===== config.mk =====
export PLATFORM = sky130hd
export DESIGN_NAME = siren_pattern_sequencer
export DESIGN_NICKNAME = d
export VERILOG_FILES = /design/src/rtl/siren_pattern_sequencer.sv
export SDC_FILE = /design/constraint.sdc
export NUM_CORES = 1
export LEC_CHECK = 0
export CAP_MARGIN = 20
export CORE_ASPECT_RATIO = 0.75
export CORE_UTILIZATION = 25
export CTS_CLUSTER_SIZE = 28
export DETAILED_ROUTE_END_ITERATION = 7
export HOLD_SLACK_MARGIN = 0.1
export MAX_ROUTING_LAYER = met4
export PLACE_DENSITY_LB_ADDON = 0.15
export SLEW_MARGIN = 10
export SYNTH_ARGS = -nofsm -noshare
export SYNTH_HDL_FRONTEND = slang
export SYNTH_SLANG_ARGS = --single-unit
export TNS_END_PERCENT = 50

===== constraint.sdc =====
create_clock -name clock -period 2.36 [get_ports clock]
set_input_delay 0.354 -clock clock [delete_from_list [all_inputs] [get_ports clock]]
set_output_delay 0.354 -clock clock [all_outputs]
set_load 0.05 [all_outputs]

===== src/rtl/siren_pattern_sequencer.sv =====
// Siren pattern sequencer. Drives WIDTH lamp/buzzer lines in one of four
// patterns: alternate, chase, bounce or flash. The pattern advances one step
// per tick_enable pulse. An optional burst length stops the run after that
// many steps and reports completion until enable_siren is dropped.
module siren_pattern_sequencer #(
  parameter int WIDTH = 3,
  parameter int CNT_W = 8
) (
  input  logic             clock,
  input  logic             reset,
  input  logic             tick_enable,
  input  logic             enable_siren,
  input  logic [1:0]       mode,
  input  logic [CNT_W-1:0] burst_len,
  output logic [WIDTH-1:0] siren,
  output logic             active,
  output logic             done
);

  // Wide enough to hold every phase of the longest pattern (bounce, 2N-2).
  localparam int PH_W = $clog2(2 * WIDTH);

  typedef enum logic [1:0] {
    ST_IDLE = 2'd0,
    ST_RUN  = 2'd1,
    ST_DONE = 2'd2
  } state_t;

  state_t           state;
  logic [PH_W-1:0]  phase;
  logic [CNT_W-1:0] step;
  logic [1:0]       mode_lat;
  logic [CNT_W-1:0] burst_lat;

  // Last phase index of each pattern; the phase wraps to 0 after it.
  function automatic logic [PH_W-1:0] phase_last(input logic [1:0] m);
    logic [PH_W-1:0] last;
    case (m)
      2'd1:    last = PH_W'(WIDTH - 1);
      2'd2:    last = PH_W'(2 * WIDTH - 3);
      default: last = PH_W'(1);
    endcase
    return last;
  endfunction

  // Line image for a given pattern and phase; bit 0 is the first lamp.
  function automatic logic [WIDTH-1:0] pattern(input logic [1:0] m,
                                               input logic [PH_W-1:0] ph);
    logic [WIDTH-1:0] one;
    logic [WIDTH-1:0] pat;
    one = WIDTH'(1);
    case (m)
      2'd0:    pat = (ph == '0) ? one : (one << (WIDTH - 1));
      2'd1:    pat = one << ph;
      // Bounce walks up to the top lamp and back down without repeating
      // either end lamp, so phases above N-1 mirror back as (2N-2)-phase.
      2'd2:    pat = (int'(ph) < WIDTH) ? (one << ph)
                                        : (one << (PH_W'(2 * WIDTH - 2) - ph));
      default: pat = (ph == '0) ? '1 : '0;
    endcase
    return pat;
  endfunction

  // Run/stop control, pattern stepping and registered outputs.
  always_ff @(posedge clock or negedge reset) begin
    if (!reset) begin
      state     <= ST_IDLE;
      phase     <= '0;
      step      <= '0;
      mode_lat  <= '0;
      burst_lat <= '0;
      siren     <= '0;
      active    <= 1'b0;
      done      <= 1'b0;
    end else begin
      case (state)
        ST_IDLE: begin
          siren <= '0;
          // A tick on the start edge is deliberately ignored: the first
          // pattern step appears on the following tick.
          if (enable_siren) begin
            state     <= ST_RUN;
            active    <= 1'b1;
            done      <= 1'b0;
            mode_lat  <= mode;
            burst_lat <= burst_len;
            phase     <= '0;
            step      <= '0;
          end
        end

        ST_RUN: begin
          // Dropping enable wins over a coincident tick.
          if (!enable_siren) begin
            state  <= ST_IDLE;
            active <= 1'b0;
            siren  <= '0;
          end else if (tick_enable) begin
            if ((burst_lat != '0) && (step == burst_lat)) begin
              state  <= ST_DONE;
              active <= 1'b0;
              done   <= 1'b1;
              siren  <= '0;
            end else begin
              siren <= pattern(mode_lat, phase);
              phase <= (phase == phase_last(mode_lat)) ? '0 : phase + 1'b1;
              if (step != '1) begin
                step <= step + 1'b1;
              end
            end
          end
        end

        ST_DONE: begin
          siren <= '0;
          // Re-arming needs enable low first; a held enable keeps us here.
          if (!enable_siren) begin
            state <= ST_IDLE;
            done  <= 1'b0;
          end
        end

        default: begin
          state  <= ST_IDLE;
          siren  <= '0;
          active <= 1'b0;
          done   <= 1'b0;
        end
      endcase
    end
  end

endmodule


---- After elaboration in Yosys (flattened, before gate mapping) ----
Index checks and enable logic that the tools add are counted.
W data, S select, Z words.
storage, ports and cells
  register bits after elaboration ......... 28
  input bits .............................. 14
  output and inout port bits .............. 5
  logic and storage cells ................. 85
operators by class
  add/sub/neg operators ................... 3
  $lt $le $gt $ge ......................... 1
  equality and inequality tests ........... 16
  shift operators ......................... 2
  multiplexer cells ....................... 42
  bitwise logic cells ..................... 1
  reductions and logical operators ........ 12
operator list
  operator               number
  $mux W3                16
  $mux W8                5
  $pmux W8 S2            1
  $ne A2 B2 Y1 const B   7
  $mux W2                5
  $reduce_and A5 Y1      2
  $mux W1                9
  $pmux W3 S3            1
  $add A8 B1 Y8 const B  1
  $eq A8 B8 Y1           1
  $ne A8 B8 Y1 const B   1
  $reduce_and A4 Y1      2
  $reduce_bool A8 Y1     1
  $ne A3 B3 Y1 const B   2
  $pmux W1 S3            2
  $pmux W2 S3            1
  $pmux W3 S2            1
  $reduce_and A6 Y1      1
  $shl A1 B3 Y3 const A  2
  $eq A2 B1 Y1 const B   2
  $eq A2 B2 Y1 const B   2
  $logic_not A2 Y1       2
  $pmux W2 S2            1
  $add A3 B1 Y3 const B  1
  other kinds (8)        8

---- Depth between registers and ports, before layout ----
Gate-level depths: netlist (run 1).
  depth after elaboration ................. 12
  mapped depth ............................ 7
  mapped depth without buffers ............ 7

---- Worst setup path after synthesis (run 1) ----
Ideal clock, no wire load.
  kind .................................... register to register
  from .................................... register step[0]
  to ...................................... register step[4]
  library setup time ...................... 77 ps
  arrival time ............................ 1,720 ps
  data required time ...................... 2,283 ps
  slack ................................... 563 ps
  cell stages (with the launch flop) ...... 7
  path buffers ............................ 0
  clock period less this slack ............ 1,797 ps
  cell sequence ........................... dfrtp_1 -> ha_1 -> and4_4 -> a221oi_4 -> nand4_1 -> or3_1 -> a21oi_1
on the way
  word-level cells in the longest chain between the ends .. 6
  elaborated cells between the ends (all ways) .. 12
  those cells by class .................... 1 x add/sub; 4 x eq/ne; 5 x mux; 2 x reduce/logical
RTL lines
  what                    RTL line  source
  start, declared         31        logic [CNT_W-1:0] step;
  start signal, assigned  108       step <= step + 1'b1;
  $add A8 B1 Y8           108
  $mux W8                 107       if (step != '1) begin
  $mux W8                 99        if ((burst_lat != '0) && (step == burst_lat)) begin
  $mux W8                 98        end else if (tick_enable) begin
  $mux W8                 94        if (!enable_siren) begin
  $pmux W8 S2             76        case (state)
Several ways; a longest one is shown, not always the timed one. The select of a mux whose other input is x is not followed.
A chain may end at the register's enable or synchronous reset.

---- Worst setup path in the final report (run 1) ----
  from .................................... register step[0]
  to ...................................... register step[6]
The elaborated chain is that of the path after synthesis.

==> results.md, run 1 <==
Logic synthesis:
- The cell count after synthesis came out at 187.
- The cell type with the largest total area after synthesis is sky130_fd_sc_hd__dfrtp_1.
- The total of flip-flops plus latches after synthesis is 28.
- In the synthesized netlist the async set-or-reset flop fraction comes to 100%.
- After synthesis, the largest family of logic cells by area is simple AND/OR/NAND/NOR gates.
- The area fraction in compound gates after synthesis is 16.5%.
- Of the total synthesized cell area, the portion taken by XOR and XNOR cells is 4.99%.
- Summing the areas of all fa, ha and maj instances in the mapped netlist gives 8.56% of the synthesized area.
- The most used flip-flop cell after synthesis is sky130_fd_sc_hd__dfrtp_1.
- The number of nets handed over by synthesis was 213.
- The share of synthesized area occupied by flip-flops and latches is 39.9%.
- The fraction of post-synthesis cell area in the top cell type by area is 39.9%.
- Yosys mapped the design onto 42 distinct sky130hd cell types.
- The post-synthesis area per instance is 9.38 µm².
- Sorting the synthesized cells by area gives the leading types as sky130_fd_sc_hd__dfrtp_1 (40%), sky130_fd_sc_hd__ha_1 (8.6%), sky130_fd_sc_hd__nand2_1 (8.3%).
- Summing the areas of all and, or, nand and nor instances in the mapped netlist gives 23.4% of the synthesized area.
- The number of synthesized flops with an enable pin is 0.
- The Yosys step of the flow raised 0 warnings.
- The fraction of synthesized area in multiplexers is 1.28%.
- Summing every instance area after synthesis gives 1750 µm².

Job:
- The number of max-cap violations is 0.

Setup path:
- Together, buffers and inverters on the worst path number 0.
- The data required time of the critical path is 2.58 ns.
- The slowest stage of the critical path belongs to the cell sky130_fd_sc_hd__dfrtp_1.
- On the critical path the largest part of the delay comes from simple AND/OR/NAND/NOR gates.
- The capturing element type of the critical path is a flop.
- Walking the worst path, the cells encountered are ha_1 > and4_4 > a221oi_4 > nand4_1 > or3_1 > a21oi_1.
- The largest single stage delay on the critical path is 0.45 ns.
- The arrival time at the worst endpoint is 2.20 ns.
- The start-to-end type of the worst setup path is reg -> reg.
- The critical path launch point type is a flop.
- The largest fanout on the critical path is 6.

Routing:
- The count of antenna-violating nets left after detailed routing is 0.
- Using the TritonRoute via totals, the vias-per-cell ratio works out to 4.68.
- The first detailed-routing pass ran for 4 iterations.
- In the final routed layout, each cell accounts on average for 13.2 µm.
- Summed over all layers, the routed wires come to 3.89 mm.
- The total vias in the final route is 1375.
- For this run, design rule violations remaining after detail routing come to 0.
- The detailed router finished its first iteration with 52 violations.

Floorplan:
- The count of standard-cell rows is 26.
- The number of top-level design ports is 19.
- The core region is 6800 µm².
- The initial standard-cell utilization of the core is 25.8%.
- The die covers 7360 µm².
- From left edge to right edge, the die measures 98.7 µm.
- The die is 74.5 µm tall.

CTS:
- The clock latency on the worst-skew pair is 0.28 ns.
- The count of buffers added by post-CTS timing repair for setup is 0.
- The number of H-tree levels is 1.
- The number of buffers between clock root and the deepest sink is 2.
- Buffers inserted to repair hold after CTS numbered 0.
- The register clock-pin slew on the reported worst setup and hold paths is 0.10 ns.
- Clock tree synthesis inserted a total of 3 buffers.
- Counting every sink on the clock net gives 28.
- Post-CTS repair changed the size of 0 cells.
- The tree is rooted in a sky130_fd_sc_hd__clkbuf_8.
- The TritonCTS clock tree is done.

STA:
- The transition at the pin with the smallest max-transition slack is 0.492 ns.
- Setup repair after global routing left no endpoint under its margin.
- Based on the critical path, the design can be clocked at up to 504 MHz.
- On the final layout, the worst hold slack is 0.447 ns.
- The smallest clock period supported by the final layout is computed as 1.98 ns.
- The sum of negative setup slack is 0 ns.
- The setup-violating endpoint count in the final report is 0.
- On the final layout, the worst clock skew is 0.00321 ns.
- The worst path uses 84.1% of the clock period.
- The number of hold violations in the final report is 0.
- The worst pin sits at a relative slew slack of 67.1%.
- The number of pins exceeding their max-slew limit in the final report came to 0.

Cells and area:
- Leaving out fill and tap cells, the most frequent cells in the layout are sky130_fd_sc_hd__nand2_1 (39), sky130_fd_sc_hd__dfrtp_1 (28), sky130_fd_sc_hd__clkdlybuf4s50_1 (18).
- The non-filler instance count after layout is 294.
- The share of final-layout standard cells stronger than drive strength 1 is 9.05%.
- The net total in the final layout is 237.
- The filler cell count is 730.
- The most common library cell in the layout ignoring fill and taps is sky130_fd_sc_hd__nand2_1.
- 0 antenna diodes ended up in the layout.
- Compared with the post-synthesis result, the final layout area differs by 19.3%.

GRT:
- The via count of the first global-routing pass is 1314.
- The final global-route overflow total is 0.
- The number of antenna violations at the first check in global routing is 0.
- The pin count of the biggest net entering global routing is 29.
- The first global-routing pass estimated 6.58 mm of wire.
- Global routing used 11.8% of the available tracks across all layers.

Power:
- The worst-case IR drop observed on VDD is 0.000235 V.
- The power density relative to cell area is 631 nW/µm².
- The static power due to leakage is 0.000949 µW.

Placed design:
- The count of placed standard cells including taps is 290.
- The HPWL after detailed placement is 2.92 mm.
- The count of input and output buffers is 18.
- Routability-driven placement finished with a final weighted congestion of 0.742.

Min path:
- The path class of the tightest hold or removal check is in -> async.

Outcome:
- The flow ran to the end, and the final reports show no timing, DRC or antenna violations.
where the power goes:
part | internal (µW) | switching (µW)
Clock | 150 | 161
Combinational | 178 | 220
Sequential | 534 | 77.8
kinds of logic after synthesis:
kind of cell | count (synthesis)
AOI/OAI and AO/OA | 44
adders and majority gates | 12
xor gates and xnor gates | 10
muxes | 2
and+or+nand+nor | 76
DFF | 28
buffers and inverters | 15
area by class of cell:
| class | instances | area, µm² | area share, % |
|---|---|---|---|
| multi-input combinational | 144 | 960 | 45.8 |
| sequential | 28 | 701 | 33.5 |
| clock buffer | 4 | 55.1 | 2.63 |
| timing repair buffer | 23 | 218 | 10.4 |
| inverter | 11 | 55.1 | 2.63 |
| tap | 84 | 105 | 5.02 |
flip-flops by register name, indices dropped and copies added (netlist names):
name	count
state	2
siren	3
phase	3
mode_lat	2
burst_lat	8
step	8
active	1
done	1
Yosys cell counts (2+ instances only):
master and instances:
sky130_fd_sc_hd__inv_1 10, sky130_fd_sc_hd__xor2_1 9, sky130_fd_sc_hd__nor4_1 3, sky130_fd_sc_hd__buf_6 3
sky130_fd_sc_hd__ha_1 12, sky130_fd_sc_hd__nand2_1 39, sky130_fd_sc_hd__and3_1 3, sky130_fd_sc_hd__or3_1 5
sky130_fd_sc_hd__nand4_1 5, sky130_fd_sc_hd__nor2_1 4, sky130_fd_sc_hd__o31ai_1 4, sky130_fd_sc_hd__a22o_1 3
sky130_fd_sc_hd__nor4_2 2, sky130_fd_sc_hd__o21ai_0 17, sky130_fd_sc_hd__dfrtp_1 28, sky130_fd_sc_hd__a21oi_1 11
sky130_fd_sc_hd__nand3_1 2, sky130_fd_sc_hd__nor2b_1 2, sky130_fd_sc_hd__nand2b_1 2
through the flow:
stage	setup WS [ns]	util [%]	instance area, µm²	power, µW
floorplan	0.563	-	1750	893
global placement	0.283	30.0	2040	1030
detailed placement	0.251	30.0	2040	1020
CTS	0.363	30.8	2090	1340
global route	0.207	30.8	2090	1410
finish	0.376	30.8	2090	1320
worst paths after layout:
check | from | to | slack (ns) | depth (start not counted)
max | step[0]$_DFFE_PN0P_ | step[6]$_DFFE_PN0P_ | 0.38 | 6
min | reset | done$_DFFE_PN0P_ | 0.45 | 2
max reg2reg | step[0]$_DFFE_PN0P_ | step[6]$_DFFE_PN0P_ | 0.38 | 6
min reg2reg | done$_DFFE_PN0P_ | done$_DFFE_PN0P_ | 0.51 | 2
max in group asynchronous | reset | phase[2]$_DFFE_PN0P_ | 1.62 | 2
min in group clock | done$_DFFE_PN0P_ | done$_DFFE_PN0P_ | 0.51 | 2
worst reg2reg max path, delay by kind of cell (launching register included):
family	cells	cell delay, ns
simple gates	3	0.70
flops	1	0.45
fa+ha+maj	1	0.28
compound gates	2	0.49
metal layers:
layer	GRT usage (%)	vias up	wire (µm)
met5	-	-	0
met4	1.99	0	25
met3	2.35	2	119
met2	16.0	19	1530
met1	17.9	649	2220
li1	-	705	-
Note: power is estimated with default switching activity, not from simulation.
==> inputs of run 2 (changes only) <==
==> constraint.sdc (replaced) <==
create_clock -name clock -period 1.7 [get_ports clock]
set_input_delay 0.255 -clock clock [delete_from_list [all_inputs] [get_ports clock]]
set_output_delay 0.255 -clock clock [all_outputs]
set_load 0.05 [all_outputs]
==> run 2 against run 1 <==
- the run now ends with setup timing left
- largest cell class unchanged
- global-route usage rose by 0.56 points
- combinational power up 86%
- sequential power is 33% higher
- critical endpoint is now step[5]$_DFFE_PN0P_
- non-clock buffer count increased by 35
==> results.md, run 2 (synthesis gave the netlist of run 1 again) <==
Outcome:
- The run finished, with violations left.
- The checks that failed: setup timing.

CTS:
- The register clock-pin slew on the reported worst setup and hold paths is 0.10 ns (about the same).
- The number of buffers created by CTS is 3 (unchanged).
- The number of buffers between clock root and the deepest sink is 2 (unchanged).
- The post-cts hold buffer count is 0 (unchanged).
- The tree is rooted in a sky130_fd_sc_hd__clkbuf_8.
- The number of H-tree levels came to 1 (unchanged).
- The number of clock sinks is 28 (unchanged).
- The clock latency on the worst-skew pair is 0.28 ns (about the same).
- The TritonCTS clock tree is done.

Setup path:
- The largest fanout on the critical path is 6 (unchanged).
- The critical path launch point type is a flop.
- The longest individual stage delay on the worst path is 0.41 ns (-0.04 ns).
- The data required time of the critical path is 1.92 ns (-0.66 ns).
- Walking the worst path, the cells encountered are ha_2 > and4_4 > a221oi_4 > nand4_1 > or3_1 > a21oi_2.
- The arrival time at the worst endpoint is 2.06 ns (-0.14 ns).
- The worst setup path is captured at a flop.
- In this design, the largest share of critical-path delay is due to simple AND/OR/NAND/NOR gates.
- The start-to-end type of the worst setup path is reg -> reg.
- The count of buffer and inverter cells on the critical path is 0 (unchanged).
- The slowest stage of the critical path belongs to the cell sky130_fd_sc_hd__dfrtp_1.

STA:
- The worst clock skew on the final layout is 0.0109 ns (+0.00764 ns).
- The number of hold violations in the final report is 0 (unchanged).
- The transition at the pin with the smallest max-transition slack came to 0.398 ns (-0.0939 ns).
- The final worst-path cycle share was 108% (+24 points).
- The maximum clock frequency is 544 MHz (+8.0%).
- The relative slew slack was 73.4% (+6.3 points).
- Setup repair after global routing could not meet its margin everywhere.
- The setup-violating endpoint count in the final report came to 7 (+7).
- The number of pins exceeding their max-slew limit in the final report came to 0 (unchanged).
- The final period demand of the worst path is 1.84 ns (-0.147 ns).
- The final worst slack is -0.137 ns (-0.513 ns).
- The worst hold slack was 0.344 ns (-0.103 ns).

GRT:
- The number of antenna violations at the first check in global routing is 0 (unchanged).
- The via count of the first global-routing pass is 1362 (+3.7%).
- The pin count of the biggest net entering global routing is 29 (unchanged).
- The total routing resource utilization after global routing came to 12.4% (+0.56 points).
- The wire length of the first global-routing pass is 6.84 mm (+4.0%).
- The final global-route overflow total is 0 (unchanged).

Cells and area:
- The antenna cell count is 0 (unchanged).
- The layout overhead on the synthesized area is 37.4%.
- The non-filler instance count after layout is 329 (+12%).
- The library cell used most frequently in the layout, excluding fill and tap cells, is sky130_fd_sc_hd__buf_4.
- The largest registers in the layout are burst_lat (8), step (8).
- The net total in the final layout is 272 (+15%).
- The top cell types in the final layout, fill and taps aside, are sky130_fd_sc_hd__buf_4 (43), sky130_fd_sc_hd__nand2_1 (38), sky130_fd_sc_hd__dfrtp_1 (25).
- The share of final-layout standard cells stronger than drive strength 1 came to 29.4% (+20 points).
- The post-route core utilization is 35.4% (+4.7 points).

Floorplan:
- The full die area is 7360 µm² (unchanged).
- The count of standard-cell rows came to 26 (unchanged).
- The initial standard-cell utilization of the core was 25.8% (unchanged).
- The area of the core is 6800 µm² (unchanged).
- The die extent in y was 74.5 µm (unchanged).
- The overall die width came to 98.7 µm (unchanged).
- The number of top-level design ports is 19 (unchanged).

Power:
- The worst vdd rail ir drop is 0.000338 V (+44%).
- The power density relative to cell area is 803 nW/µm² (+27%).
- The static power due to leakage was 0.00114 µW (+20%).

Routing:
- The total detailed-routing wirelength was 4.14 mm (+6.4%).
- The post-detailed-route wirelength per cell was 12.6 µm (-4.9%).
- The DRC violations left came to 0 (unchanged).
- The count of antenna-violating nets left after detailed routing is 0 (unchanged).
- The total iterations of the first detailed-routing run is 4 (unchanged).
- The total vias in the final route is 1474 (+7.2%).
- The initial detailed-routing violation count is 49 (-5.8%).
- The via density per instance was 4.48 (-4.2%).

Placed design:
- The HPWL after detailed placement is 3.11 mm (+6.6%).
- The count of placed standard cells including taps is 318 (+9.7%).
- The global placer's final weighted congestion is 0.839 (+13%).
- The placement-stage worst setup slack is -0.311 ns (-0.562 ns).
- The count of input and output buffers is 18 (unchanged).

Job:
- The number of max-cap violations was 0 (unchanged).

Min path:
- The classification of the worst-slack hold path is in -> async.
[run 2: metal layers]
layer	part of all wire [%]	vias to the layer above	track usage [%]
li1	-	781	-
met1	59	678	18.7
met2	39	13	17.0
met3	1.6	2	2.26
met4	0.60	0	1.99
met5	0	-	-
[run 2: final cells by class]
type / count / area, µm²
fillers: 699 / 4390
multi-input cells: 144 / 1020
flip-flops and latches: 28 / 704
repair buffers: 58 / 484
well taps: 84 / 105
inverters: 11 / 55.1
clock buffers: 4 / 45.0
[run 2: power breakdown]
part | total, µW | switching [µW] | internal (µW) | leakage, µW
sequential | 812 | 69.0 | 743 | 0.000361
clock | 384 | 215 | 168 | 0.0000228
combinational | 739 | 382 | 357 | 0.000753
[run 2: what timing repair did]
item / 4_1_cts / 5_1_grt
setup buffers: 3 / 5
endpoints found under the setup margin: 10 / 17
pin swaps: 7 / 13
gates resized for setup: 6 / 9
[run 2: metrics by stage]
| step | setup TNS (ns) | power [µW] | cell area (µm²) |
|---|---|---|---|
| 3_5_place_dp | -1.68 | 1520 | 2250 |
| 6_report | -0.556 | 1930 | 2410 |
| 2_1_floorplan | -0.0249 | 1240 | 1760 |
| 3_3_place_gp | -1.75 | 1530 | 2250 |
| 4_1_cts | -0.680 | 1940 | 2350 |
| 5_1_grt | -1.77 | 2090 | 2410 |
[run 2: worst paths after layout]
kind | from | slack (ns) | endpoint | depth (start not counted)
max | step[1]$_DFFE_PN0P_ | -0.14 | step[5]$_DFFE_PN0P_ | 6
min | reset | 0.34 | done$_DFFE_PN0P_ | 2
max reg2reg | step[1]$_DFFE_PN0P_ | -0.14 | step[5]$_DFFE_PN0P_ | 6
min reg2reg | done$_DFFE_PN0P_ | 0.51 | done$_DFFE_PN0P_ | 2
max in group asynchronous | reset | 1.03 | phase[0]$_DFFE_PN0P_ | 2
min in group clock | burst_len[6] | 0.49 | burst_lat[6]$_DFFE_PN0P_ | 3
